**config.mk**
```make
export PLATFORM = sky130hd
export DESIGN_NAME = stack_controller
export DESIGN_NICKNAME = d
export VERILOG_FILES = /design/src/rtl/stack_controller_pkg.sv /design/src/rtl/stack_depth_tracker.sv /design/src/rtl/stack_controller.sv
export SDC_FILE = /design/constraint.sdc
export NUM_CORES = 1
export LEC_CHECK = 0
export ABC_AREA = 1
export ABC_CLOCK_PERIOD_IN_PS = 2600
export CORE_UTILIZATION = 41
export CTS_CLUSTER_SIZE = 8
export DETAILED_ROUTE_END_ITERATION = 12
export GPL_TIMING_DRIVEN = 1
export PLACE_DENSITY = 0.78
export SETUP_SLACK_MARGIN = 0.02
export SYNTH_ARGS = -nofsm -noshare
export SYNTH_HDL_FRONTEND = slang
export SYNTH_SLANG_ARGS = --single-unit
```
**constraint.sdc**
```tcl
create_clock -name clock -period 2.6 [get_ports clock]
set_clock_uncertainty 0.2 [all_clocks]
set_input_delay 0.39 -clock clock [delete_from_list [all_inputs] [get_ports clock]]
set_output_delay 0.39 -clock clock [all_outputs]
set_load 0.02 [all_outputs]
```
**src/rtl/stack_controller_pkg.sv**
```systemverilog
// Shared opcodes, FSM states and sp_block mux codes for the stack controller.
package stack_controller_pkg;

  typedef enum logic [1:0] {
    OP_PUSH  = 2'b00,
    OP_POP   = 2'b01,
    OP_PEEK  = 2'b10,
    OP_CLEAR = 2'b11
  } op_e;

  typedef enum logic [2:0] {
    S_INIT_ARM,
    S_INIT_COMMIT,
    S_IDLE,
    S_SP_ARM,
    S_SP_COMMIT,
    S_MEM_WR,
    S_MEM_RD,
    S_RESP
  } state_e;

  localparam logic [2:0] SPSRC_HOLD = 3'b000;
  localparam logic [2:0] SPSRC_INC  = 3'b001;
  localparam logic [2:0] SPSRC_DEC  = 3'b010;

endpackage

```
**src/rtl/stack_depth_tracker.sv**
```systemverilog
// Entry counter for the stack: increment, decrement or clear, with full/empty flags.
module stack_depth_tracker #(
  parameter int unsigned MAX_DEPTH = 64,
  parameter int unsigned DEPTH_W   = 7
) (
  input  logic               clock,
  input  logic               resetN,
  input  logic               inc_i,
  input  logic               dec_i,
  input  logic               clr_i,
  output logic [DEPTH_W-1:0] depth_o,
  output logic               full_o,
  output logic               empty_o
);

  logic [DEPTH_W-1:0] depth_q, depth_d;

  always_comb begin
    depth_d = depth_q;
    if (clr_i)
      depth_d = '0;
    else if (inc_i && !full_o)
      depth_d = depth_q + DEPTH_W'(1);
    else if (dec_i && !empty_o)
      depth_d = depth_q - DEPTH_W'(1);
  end

  always_ff @(posedge clock or negedge resetN) begin
    if (!resetN) depth_q <= '0;
    else         depth_q <= depth_d;
  end

  assign depth_o = depth_q;
  assign full_o  = (depth_q == DEPTH_W'(MAX_DEPTH));
  assign empty_o = (depth_q == '0);

endmodule

```
**src/rtl/stack_controller.sv**
```systemverilog
// Stack-op sequencer: drives sp_block two-phase SP updates and the data-memory port.
module stack_controller
  import stack_controller_pkg::*;
#(
  parameter int unsigned MAX_DEPTH = 64,
  parameter int unsigned DEPTH_W   = 7
) (
  input  logic               clock,
  input  logic               resetN,
  input  logic               cmdValid,
  output logic               cmdReady,
  input  logic [1:0]         cmdOp,
  input  logic [15:0]        cmdData,
  output logic               rspValid,
  input  logic               rspReady,
  output logic [15:0]        rspData,
  output logic               rspErr,
  output logic [2:0]         spSrc,
  output logic               spWrite,
  output logic               spReset,
  input  logic [15:0]        spCur,
  output logic               memReq,
  output logic               memWe,
  output logic [15:0]        memAddr,
  output logic [15:0]        memWData,
  input  logic [15:0]        memRData,
  input  logic               memAck,
  output logic [DEPTH_W-1:0] depth,
  output logic               full,
  output logic               empty
);

  state_e      state_q, state_d;
  op_e         op_q, op_d;
  logic [15:0] data_q, data_d;
  logic [15:0] rsp_data_q, rsp_data_d;
  logic        rsp_err_q, rsp_err_d;
  logic        inc, dec, clr;

  stack_depth_tracker #(
    .MAX_DEPTH(MAX_DEPTH),
    .DEPTH_W  (DEPTH_W)
  ) u_depth (
    .clock  (clock),
    .resetN (resetN),
    .inc_i  (inc),
    .dec_i  (dec),
    .clr_i  (clr),
    .depth_o(depth),
    .full_o (full),
    .empty_o(empty)
  );

  always_comb begin
    state_d    = state_q;
    op_d       = op_q;
    data_d     = data_q;
    rsp_data_d = rsp_data_q;
    rsp_err_d  = rsp_err_q;
    cmdReady   = 1'b0;
    rspValid   = 1'b0;
    spSrc      = SPSRC_HOLD;
    spWrite    = 1'b0;
    spReset    = 1'b0;
    memReq     = 1'b0;
    memWe      = 1'b0;
    memAddr    = '0;
    inc        = 1'b0;
    dec        = 1'b0;
    clr        = 1'b0;
    unique case (state_q)
      S_INIT_ARM: begin
        spReset = 1'b1;
        state_d = S_INIT_COMMIT;
      end
      S_INIT_COMMIT: begin
        spReset = 1'b1;
        spWrite = 1'b1;
        state_d = S_IDLE;
      end
      S_IDLE: begin
        cmdReady = 1'b1;
        if (cmdValid) begin
          op_d       = op_e'(cmdOp);
          data_d     = cmdData;
          rsp_data_d = '0;
          rsp_err_d  = 1'b0;
          // Full/empty are judged on the depth seen at accept.
          unique case (op_e'(cmdOp))
            OP_PUSH:  if (full) begin rsp_err_d = 1'b1; state_d = S_RESP; end
                      else state_d = S_SP_ARM;
            OP_POP,
            OP_PEEK:  if (empty) begin rsp_err_d = 1'b1; state_d = S_RESP; end
                      else state_d = S_MEM_RD;
            OP_CLEAR: state_d = S_SP_ARM;
            default:  state_d = S_IDLE;
          endcase
        end
      end
      S_SP_ARM, S_SP_COMMIT: begin
        spSrc   = (op_q == OP_PUSH) ? SPSRC_DEC :
                  (op_q == OP_POP)  ? SPSRC_INC : SPSRC_HOLD;
        spReset = (op_q == OP_CLEAR);
        if (state_q == S_SP_ARM) begin
          state_d = S_SP_COMMIT;
        end else begin
          spWrite = 1'b1;
          inc     = (op_q == OP_PUSH);
          dec     = (op_q == OP_POP);
          clr     = (op_q == OP_CLEAR);
          state_d = (op_q == OP_PUSH) ? S_MEM_WR : S_RESP;
        end
      end
      S_MEM_WR: begin
        memReq  = 1'b1;
        memWe   = 1'b1;
        memAddr = spCur;
        if (memAck) state_d = S_RESP;
      end
      S_MEM_RD: begin
        memReq  = 1'b1;
        memAddr = spCur;
        if (memAck) begin
          rsp_data_d = memRData;
          state_d    = (op_q == OP_POP) ? S_SP_ARM : S_RESP;
        end
      end
      S_RESP: begin
        rspValid = 1'b1;
        if (rspReady) state_d = S_IDLE;
      end
      default: state_d = S_INIT_ARM;
    endcase
  end

  always_ff @(posedge clock or negedge resetN) begin
    if (!resetN) begin
      state_q    <= S_INIT_ARM;
      op_q       <= OP_PUSH;
      data_q     <= '0;
      rsp_data_q <= '0;
      rsp_err_q  <= 1'b0;
    end else begin
      state_q    <= state_d;
      op_q       <= op_d;
      data_q     <= data_d;
      rsp_data_q <= rsp_data_d;
      rsp_err_q  <= rsp_err_d;
    end
  end

  assign memWData = data_q;
  assign rspData  = rsp_data_q;
  assign rspErr   = rsp_err_q;

endmodule

```
==> flow_summary.ini, run 1 <==
[status]
status = complete, no violations

[cells_and_area]
fin_util_pct = 64.9
fin_nets = 530
drive_gt1_share_pct = 5.59
final_area_um2 = 3890
syn2layout_area_growth_pct = 50.7
n_antenna_cell = 0

[synth]
netlist_area_um2 = 2580
synthCells = 345
syn-num-nets = 411
ys_seq_elements = 45
netlist.top_cell.by_area = dfrtp_1
synthDistinctLibCells = 28
yosysWarnings = 0
syn_area_per_cell_um2 = 7.48
ys_seq_area_share_pct = 43.6
synth_top_area_share_pct = 43.6
ys_top_cells_by_area = dfrtp_1 44%, nand2_1 17%, nand3_1 8.1%, inv_1 7.1%, ha_1 4.8%

[critical_path]
cp.required_ps = 2010
endpoint_kind = output port
path_class = flip-flop to output port
start_kind = flip-flop
cp_max_fo = 4
cp.arrival_ps = 1850
reg2reg_slack_ps = 200

[placed_design]
dpl_cell_area_um2 = 3800
dpl.hpwl_um = 4940
place_congestion = 0.858
portBuffers = 120

[routing]
drt_iter0_markers = 123
wl_um = 6610
vias_per_cell = 4.72
drcViolationCount = 0
wl_per_cell_um = 12.2
drtPass1Iterations = 4
ant_nets = 0
via_count = 2550

[floorplan]
chipWidth_um = 81.3
die_h_um = 81.3
io_pins = 122
die_area_um2 = 6620
coreArea_um2 = 5990
initial_core_util_pct = 43.1
rows = 28

[pwr]
p_clk_share_pct = 10.2
ir_worst_vdd_v = 0.000637
p_seq_share_pct = 28.3
switching_share_pct = 46.4
p_sw_mw = 2.09
leakagePower_nw = 2.11
p_total_mw = 4.51
combPwrFrac_pct = 61.5
powerDensity_nw_per_um2 = 1160
p_int_mw = 2.42

[timing]
finalCriticalPeriod_ps = 2440
timing.hold.ws_ps = 286
setup_viol = 0
post-route-period-util_pct = 94.0
fmax_mhz = 409
setup_tns_ps = 0
finalMaxSlewViolations = 0
hold_viol = 0
rsz0062_at_grt = false

[clock_tree]
cts.sinks = 45
path_clk_slew_ps = 90
cts_tree = built
cts_buffers = 5
root_buffer = clkbuf_8
post_cts_buffers = 0
clkLatencyLatePin_ps = 300
clockBufferDepth = 2
ctsHtreeMaxLevel = 2

[global_routing]
track_usage_pct = 20.4
grt_max_degree = 41
antenna_found_initial = 0
grt_pass1_wl_um = 10400
globalRouteOverflowTotal = 0
first_global_vias = 2297

[run]
maxCapViolations = 0

[min_path]
hold_path_class = input pin to async pin
-- critical path, cell delays in order (launching register included) --
cell and delay [ps]:
dfrtp_1 420, inv_1 140, nand2_1 70, nor2_1 140, nand2_1 90, inv_1 90
clkdlybuf4s50_1 610
-- cells by family after synthesis --
logic type	count (synthesis)	synth area share (%)
and+or+nand+nor	206	34.4
buffers and inverters	61	10.7
DFF	45	43.6
AOI/OAI and AO/OA	18	4.56
adders and majority gates	11	5.62
xor gates and xnor gates	3	1.02
other	1	0.145
-- power groups by stage --
| stage | combinational, mW | sequential, mW | clock, mW |
|---|---|---|---|
| floorplan | 1.40 | 1.58 | 0 |
| global placement | 2.80 | 1.27 | 0 |
| detailed placement | 2.86 | 1.27 | 0 |
| CTS | 2.79 | 1.28 | 0.480 |
| global route | 3.03 | 1.32 | 0.505 |
| finish | 2.77 | 1.28 | 0.462 |
-- Yosys cell counts --
cell / number
nor3_1: 1
a211oi_1: 1
nor2_1: 33
or2_1: 1
a21oi_4: 1
a21oi_1: 4
o22ai_1: 1
nand2_2: 3
inv_2: 1
nand4_1: 3
conb_1: 1
xnor2_1: 3
o21ai_0: 7
nand2_4: 3
ha_1: 10
nor2_2: 2
nand2_1: 116
o21ai_2: 2
nor2_4: 2
inv_1: 49
fa_1: 1
dfrtp_1: 45
buf_2: 4
buf_6: 4
buf_4: 3
a22oi_1: 1
o211ai_1: 1
nand3_1: 42
-- per-layer routing --
metal,vias to the layer above,part of all wire [%],track usage [%]
li1,1289,-,-
met4,0,0.59,5.71
met1,1169,44,25.6
met5,-,0,0
met2,88,46,33.1
met3,4,8.8,7.08
-- sequential cells by signal (all words and copies together) (netlist names) --
register	count
rspData	16
u_depth.depth_o	7
op_q	2
state_q	3
rspErr	1
memWData	16
-- per-stage QoR --
step                      setup WS [ps]  std cells
final                               156        540
after global routing               22.3        540
after CTS                          65.5        540
after detailed placement            155        531
after global placement              238        531
after floorplan                     268        345
-- repair_timing --
action / 4_1_cts / 5_1_grt
hold buffers: 1 / 0
hold endpoints to repair: 10 / 0
setup endpoints to repair: 19 / 4
resized for setup: 20 / 2
-- cell usage in the layout (no fill, tap or decap) --
master and n:
nand3_1 42, dlymetal6s2s_1 1, clkdlybuf4s50_1 99, ha_1 10, clkinv_2 1, a21oi_4 1, fa_1 1, dfrtp_1 45
o21ai_2 2, nor2_1 33, o22ai_1 1, nand2_1 116, buf_2 1, dlygate4sd2_1 19, nor3_1 1, a22oi_1 1
a21oi_1 4, inv_1 48, o21ai_0 7, conb_1 1, xnor2_1 3, nand4_1 3, dlygate4sd3_1 1, inv_2 2
or2_1 1, clkbuf_8 6, clkinv_4 1, nor2_2 2, a211oi_1 1, o211ai_1 1, nand2_2 2, nor2_4 2
buf_4 2, nand2_4 4
-- worst paths after layout --
check | from | to | cells after the start
max | u_depth.depth_o[0] | empty | 6
min | resetN | rspData[11] | 2
min in group clock | memWData[9] | memWData[9] | 2
max reg2reg | u_depth.depth_o[0] | u_depth.depth_o[6] | 13
min reg2reg | memWData[9] | memWData[9] | 2
max in group asynchronous | resetN | memWData[0] | 3
-- layout make-up --
type | count | area (um^2)
inverter | 50 | 188
tap | 75 | 93.8
clock buffer | 6 | 82.6
clock inverter | 2 | 13.8
fill | 532 | 2100
sequential | 45 | 1130
multi-input combinational | 239 | 1180
timing repair buffer | 123 | 1200
No activity file was read; power rests on OpenSTA's default activity.
==> run 2: changes to the inputs <==
--- a/config.mk
+++ b/config.mk
@@ -7,11 +7,12 @@
 export LEC_CHECK = 0
 export ABC_AREA = 1
 export ABC_CLOCK_PERIOD_IN_PS = 2600
-export CORE_UTILIZATION = 41
+export CORE_UTILIZATION = 42
+export CTS_BUF_LIST = sky130_fd_sc_hd__clkbuf_4 sky130_fd_sc_hd__clkbuf_8
 export CTS_CLUSTER_SIZE = 8
 export DETAILED_ROUTE_END_ITERATION = 12
 export GPL_TIMING_DRIVEN = 1
-export PLACE_DENSITY = 0.78
+export PLACE_DENSITY = 0.8
 export SETUP_SLACK_MARGIN = 0.02
 export SYNTH_ARGS = -nofsm -noshare
 export SYNTH_HDL_FRONTEND = slang
==> flow_summary.ini, run 2 (synthesis gave the netlist of run 1 again) <==
[critical_path]
endpoint_kind = output port
path_class = flip-flop to output port
cp.required_ps = 2010
cp_max_fo = 7
start_kind = flip-flop
cp.arrival_ps = 1750

[global_routing]
track_usage_pct = 20.1
globalRouteOverflowTotal = 0
antenna_found_initial = 0
first_global_vias = 2304
grt_pass1_wl_um = 10200
grt_max_degree = 46

[routing]
drcViolationCount = 0
ant_nets = 0
drtPass1Iterations = 4
wl_per_cell_um = 11.7
wl_um = 6300
via_count = 2556
vias_per_cell = 4.72
drt_iter0_markers = 104

[floorplan]
initial_core_util_pct = 43.6
die_h_um = 80.4
die_area_um2 = 6460
io_pins = 122
chipWidth_um = 80.4
rows = 28
coreArea_um2 = 5920

[timing]
setup_tns_ps = 0
slew_headroom_pct = 63.0
finalCriticalPeriod_ps = 2340
finalMaxSlewViolations = 0
worst_pin_slew_ps = 555
post-route-period-util_pct = 90.2
timing.hold.ws_ps = 284
hold_viol = 0
setup_viol = 0
rsz0062_at_grt = false
fmax_mhz = 426

[pwr]
p_sw_mw = 2.06
ir_worst_vdd_v = 0.000556
p_clk_share_pct = 9.7
powerDensity_nw_per_um2 = 1150
p_int_mw = 2.43
leakagePower_nw = 2.16
p_seq_share_pct = 28.4
combPwrFrac_pct = 61.9
switching_share_pct = 45.9

[cells_and_area]
drive_gt1_share_pct = 6.22
final_cell_mix = 115 x nand2_1, 98 x clkdlybuf4s50_1, 48 x inv_1
fin_nets = 531
nFillCells = 508
final_cells = 541
mostFrequentLayoutCell = nand2_1
n_antenna_cell = 0
syn2layout_area_growth_pct = 51.3

[placed_design]
place_congestion = 0.868
portBuffers = 120
dp_cells = 530
dpl.hpwl_um = 4730

[clock_tree]
clkLatencyLatePin_ps = 280
cts_buffers = 5
root_buffer = clkbuf_8
ctsHtreeMaxLevel = 2
clockBufferDepth = 2
cts.sinks = 45
cts_tree = built
path_clk_slew_ps = 80

[min_path]
hold_path_class = flip-flop to flip-flop

[run]
maxCapViolations = 0

[status]
status = complete, no violations
## run 2: repair_timing
action	in CTS	in global routing
pin swaps	0	1
gates resized for setup	18	8
hold endpoints to repair	33	0
setup endpoints to repair	19	8
hold buffers	1	0
setup buffers	0	2
## run 2: worst max-delay path, stage by stage (launching register included)
cell	delay, ps
dfrtp_1	460
nand2_1	110
nand2_1	70
nor2_1	190
clkdlybuf4s50_1	650
## run 2: cell type report
class                      count  area, um^2  share of cell area [%]
sequential                    45        1130                    28.9
clock buffer                   7        83.8                    2.15
tap                           75        93.8                    2.40
timing repair buffer         124        1220                    31.2
clock inverter                 1        7.51                   0.192
inverter                      50         188                    4.80
multi-input combinational    239        1190                    30.4
## run 2: path summary, 6_finish.rpt
path,startpoint,end,depth (start not counted),slack (ps)
worst max-delay path,state_q[0],memReq,4,260
max in group asynchronous,resetN,state_q[2],3,1300
worst max register to register,state_q[0],u_depth.depth_o[5],12,270
min in group asynchronous,resetN,rspData[10],3,510
worst min-delay path,memWData[14],memWData[14],2,280
worst min register to register,memWData[14],memWData[14],2,280
## run 2: metal layers
layer	share of wire [%]	track usage [%]	up-vias
met1	44	26.1	1166
met2	48	33.4	82
li1	-	-	1302
met5	0	0	-
met4	0.87	5.18	0
met3	6.4	5.00	6
## run 2: metrics by stage
step	area [um^2]	utilization (%)	worst slack [ps]	power, mW
after floorplan	2580	-	268	2.97
after global placement	3790	64.0	183	4.06
after detailed placement	3790	64.0	167	4.11
after CTS	3870	65.4	21.5	4.51
after global routing	3910	66.0	58.3	4.86
final	3910	66.0	255	4.49
## run 2: power groups by stage
stage | clock network (mW) | logic, mW | registers (mW)
after CTS | 0.449 | 2.79 | 1.27
final | 0.437 | 2.78 | 1.27
after global routing | 0.486 | 3.06 | 1.32
after floorplan | 0 | 1.40 | 1.58
after global placement | 0 | 2.79 | 1.27
after detailed placement | 0 | 2.84 | 1.27
==> run 3: changes to the inputs <==
--- a/config.mk
+++ b/config.mk
@@ -12,6 +12,7 @@
 export CTS_CLUSTER_SIZE = 8
 export DETAILED_ROUTE_END_ITERATION = 12
 export GPL_TIMING_DRIVEN = 1
+export MAX_ROUTING_LAYER = met4
 export PLACE_DENSITY = 0.8
 export SETUP_SLACK_MARGIN = 0.02
 export SYNTH_ARGS = -nofsm -noshare
==> flow_summary.ini, run 3 (synthesis gave the netlist of run 1 again) <==
[status]
status = complete, no violations

[routing]
routed.top_layer = met4
wl_met2_um = 3060
wl_per_cell_um = 11.7
vias_per_cell = 4.74
wl_met3_um = 346
m1WireLength_um = 2860
wl_um = 6330
drt_iter0_markers = 95
ant_nets = 0
drcViolationCount = 0
via_count = 2565
drtPass1Iterations = 4

[critical_path]
cp_max_fo = 7
start_kind = flip-flop
crit_path_frequent_cell = nand2_1
path_class = flip-flop to output port
cp.arrival_ps = 1760
slowest_stage = clkdlybuf4s50_1
critPathMaxStageDelay_ps = 650
cp.required_ps = 2010
path_cells = nand2_1 > nand2_1 > nor2_1 > clkdlybuf4s50_1
endpoint_kind = output port

[placed_design]
place_ws_ps = 167
place_congestion = 0.882
dpl_cell_area_um2 = 3790
portBuffers = 120
dpl.hpwl_um = 4730
dp_cells = 530

[timing]
rsz0062_at_grt = false
finalMaxSlewViolations = 0
worst_pin_slew_ps = 555
slew_headroom_pct = 63.0
setup_viol = 0
hold_viol = 0
layout_setup_ws_ps = 254
finalCriticalPeriod_ps = 2350
fmax_mhz = 426
setup_tns_ps = 0
post-route-period-util_pct = 90.2
timing.hold.ws_ps = 285

[pwr]
powerDensity_nw_per_um2 = 1150
leakagePower_nw = 2.16
p_total_mw = 4.49
ir_worst_vdd_v = 0.000556

[floorplan]
die_area_um2 = 6460
coreArea_um2 = 5920
io_pins = 122
initial_core_util_pct = 43.6
chipWidth_um = 80.4
die_h_um = 80.4
rows = 28

[cells_and_area]
mostFrequentLayoutCell = nand2_1
final_area_um2 = 3910
drive_gt1_share_pct = 6.22
layout.area.seq_um2 = 1130
fin_util_pct = 66.0
multi_input_area_um2 = 1190
final_cells = 541
nFillCells = 508
fin_nets = 531
final_cell_mix = 115 x nand2_1, 98 x clkdlybuf4s50_1, 48 x inv_1
n_antenna_cell = 0
syn2layout_area_growth_pct = 51.3

[clock_tree]
clkLatencyLatePin_ps = 280
cts_buffers = 5
cts.sinks = 45
ctsHtreeMaxLevel = 2
root_buffer = clkbuf_8
cts_tree = built
clockBufferDepth = 2
path_clk_slew_ps = 80

[global_routing]
antenna_found_initial = 0
globalRouteOverflowTotal = 0
grt_pass1_wl_um = 10100
first_global_vias = 2303
grt_max_degree = 46
track_usage_pct = 20.7

[run]
maxCapViolations = 0

[min_path]
hold_path_class = flip-flop to flip-flop
==> run 3: critical path: cells and delay by family, from the launching register on <==
kind | cells | cell delay [ps]
buffers and inverters | 1 | 650
DFF | 1 | 460
and+or+nand+nor | 3 | 370
==> run 3: repair_timing <==
item | 4_1_cts | 5_1_grt
gates cloned | 0 | 0
resized for setup | 18 | 8
hold buffers | 1 | 0
pin swaps | 0 | 1
endpoints found under the setup margin | 19 | 8
endpoints found under the hold margin | 33 | 0
buffers inserted | 0 | 2
==> run 3: report_power, final <==
group / switching, mW / internal, mW
clock: 0.226 / 0.211
combinational: 1.59 / 1.19
sequential: 0.251 / 1.02
total: 2.06 / 2.43
==> run 3: worst paths after layout <==
kind | to | cells past startpoint | startpoint | slack [ps]
max in group asynchronous | state_q[2] | 3 | resetN | 1300
min in group asynchronous | rspData[10] | 3 | resetN | 510
worst max-delay path | memReq | 4 | state_q[0] | 250
worst max register to register | u_depth.depth_o[5] | 12 | state_q[0] | 260
worst min-delay path | memWData[6] | 2 | memWData[6] | 290
worst min register to register | memWData[6] | 2 | memWData[6] | 290
==> run 3: cell type report <==
| type | count | area share, % |
|---|---|---|
| clock buffer | 7 | 2.15 |
| clock inverter | 1 | 0.192 |
| inverter | 50 | 4.80 |
| multi-input combinational | 239 | 30.4 |
| sequential | 45 | 28.9 |
| tap | 75 | 2.40 |
| timing repair buffer | 124 | 31.2 |
==> run 3: layer usage <==
| metal | track usage [%] | vias to the layer above |
|---|---|---|
| met3 | 4.32 | 6 |
| met5 | - | - |
| met1 | 26.6 | 1177 |
| li1 | - | 1302 |
| met4 | 5.18 | 0 |
| met2 | 33.3 | 80 |
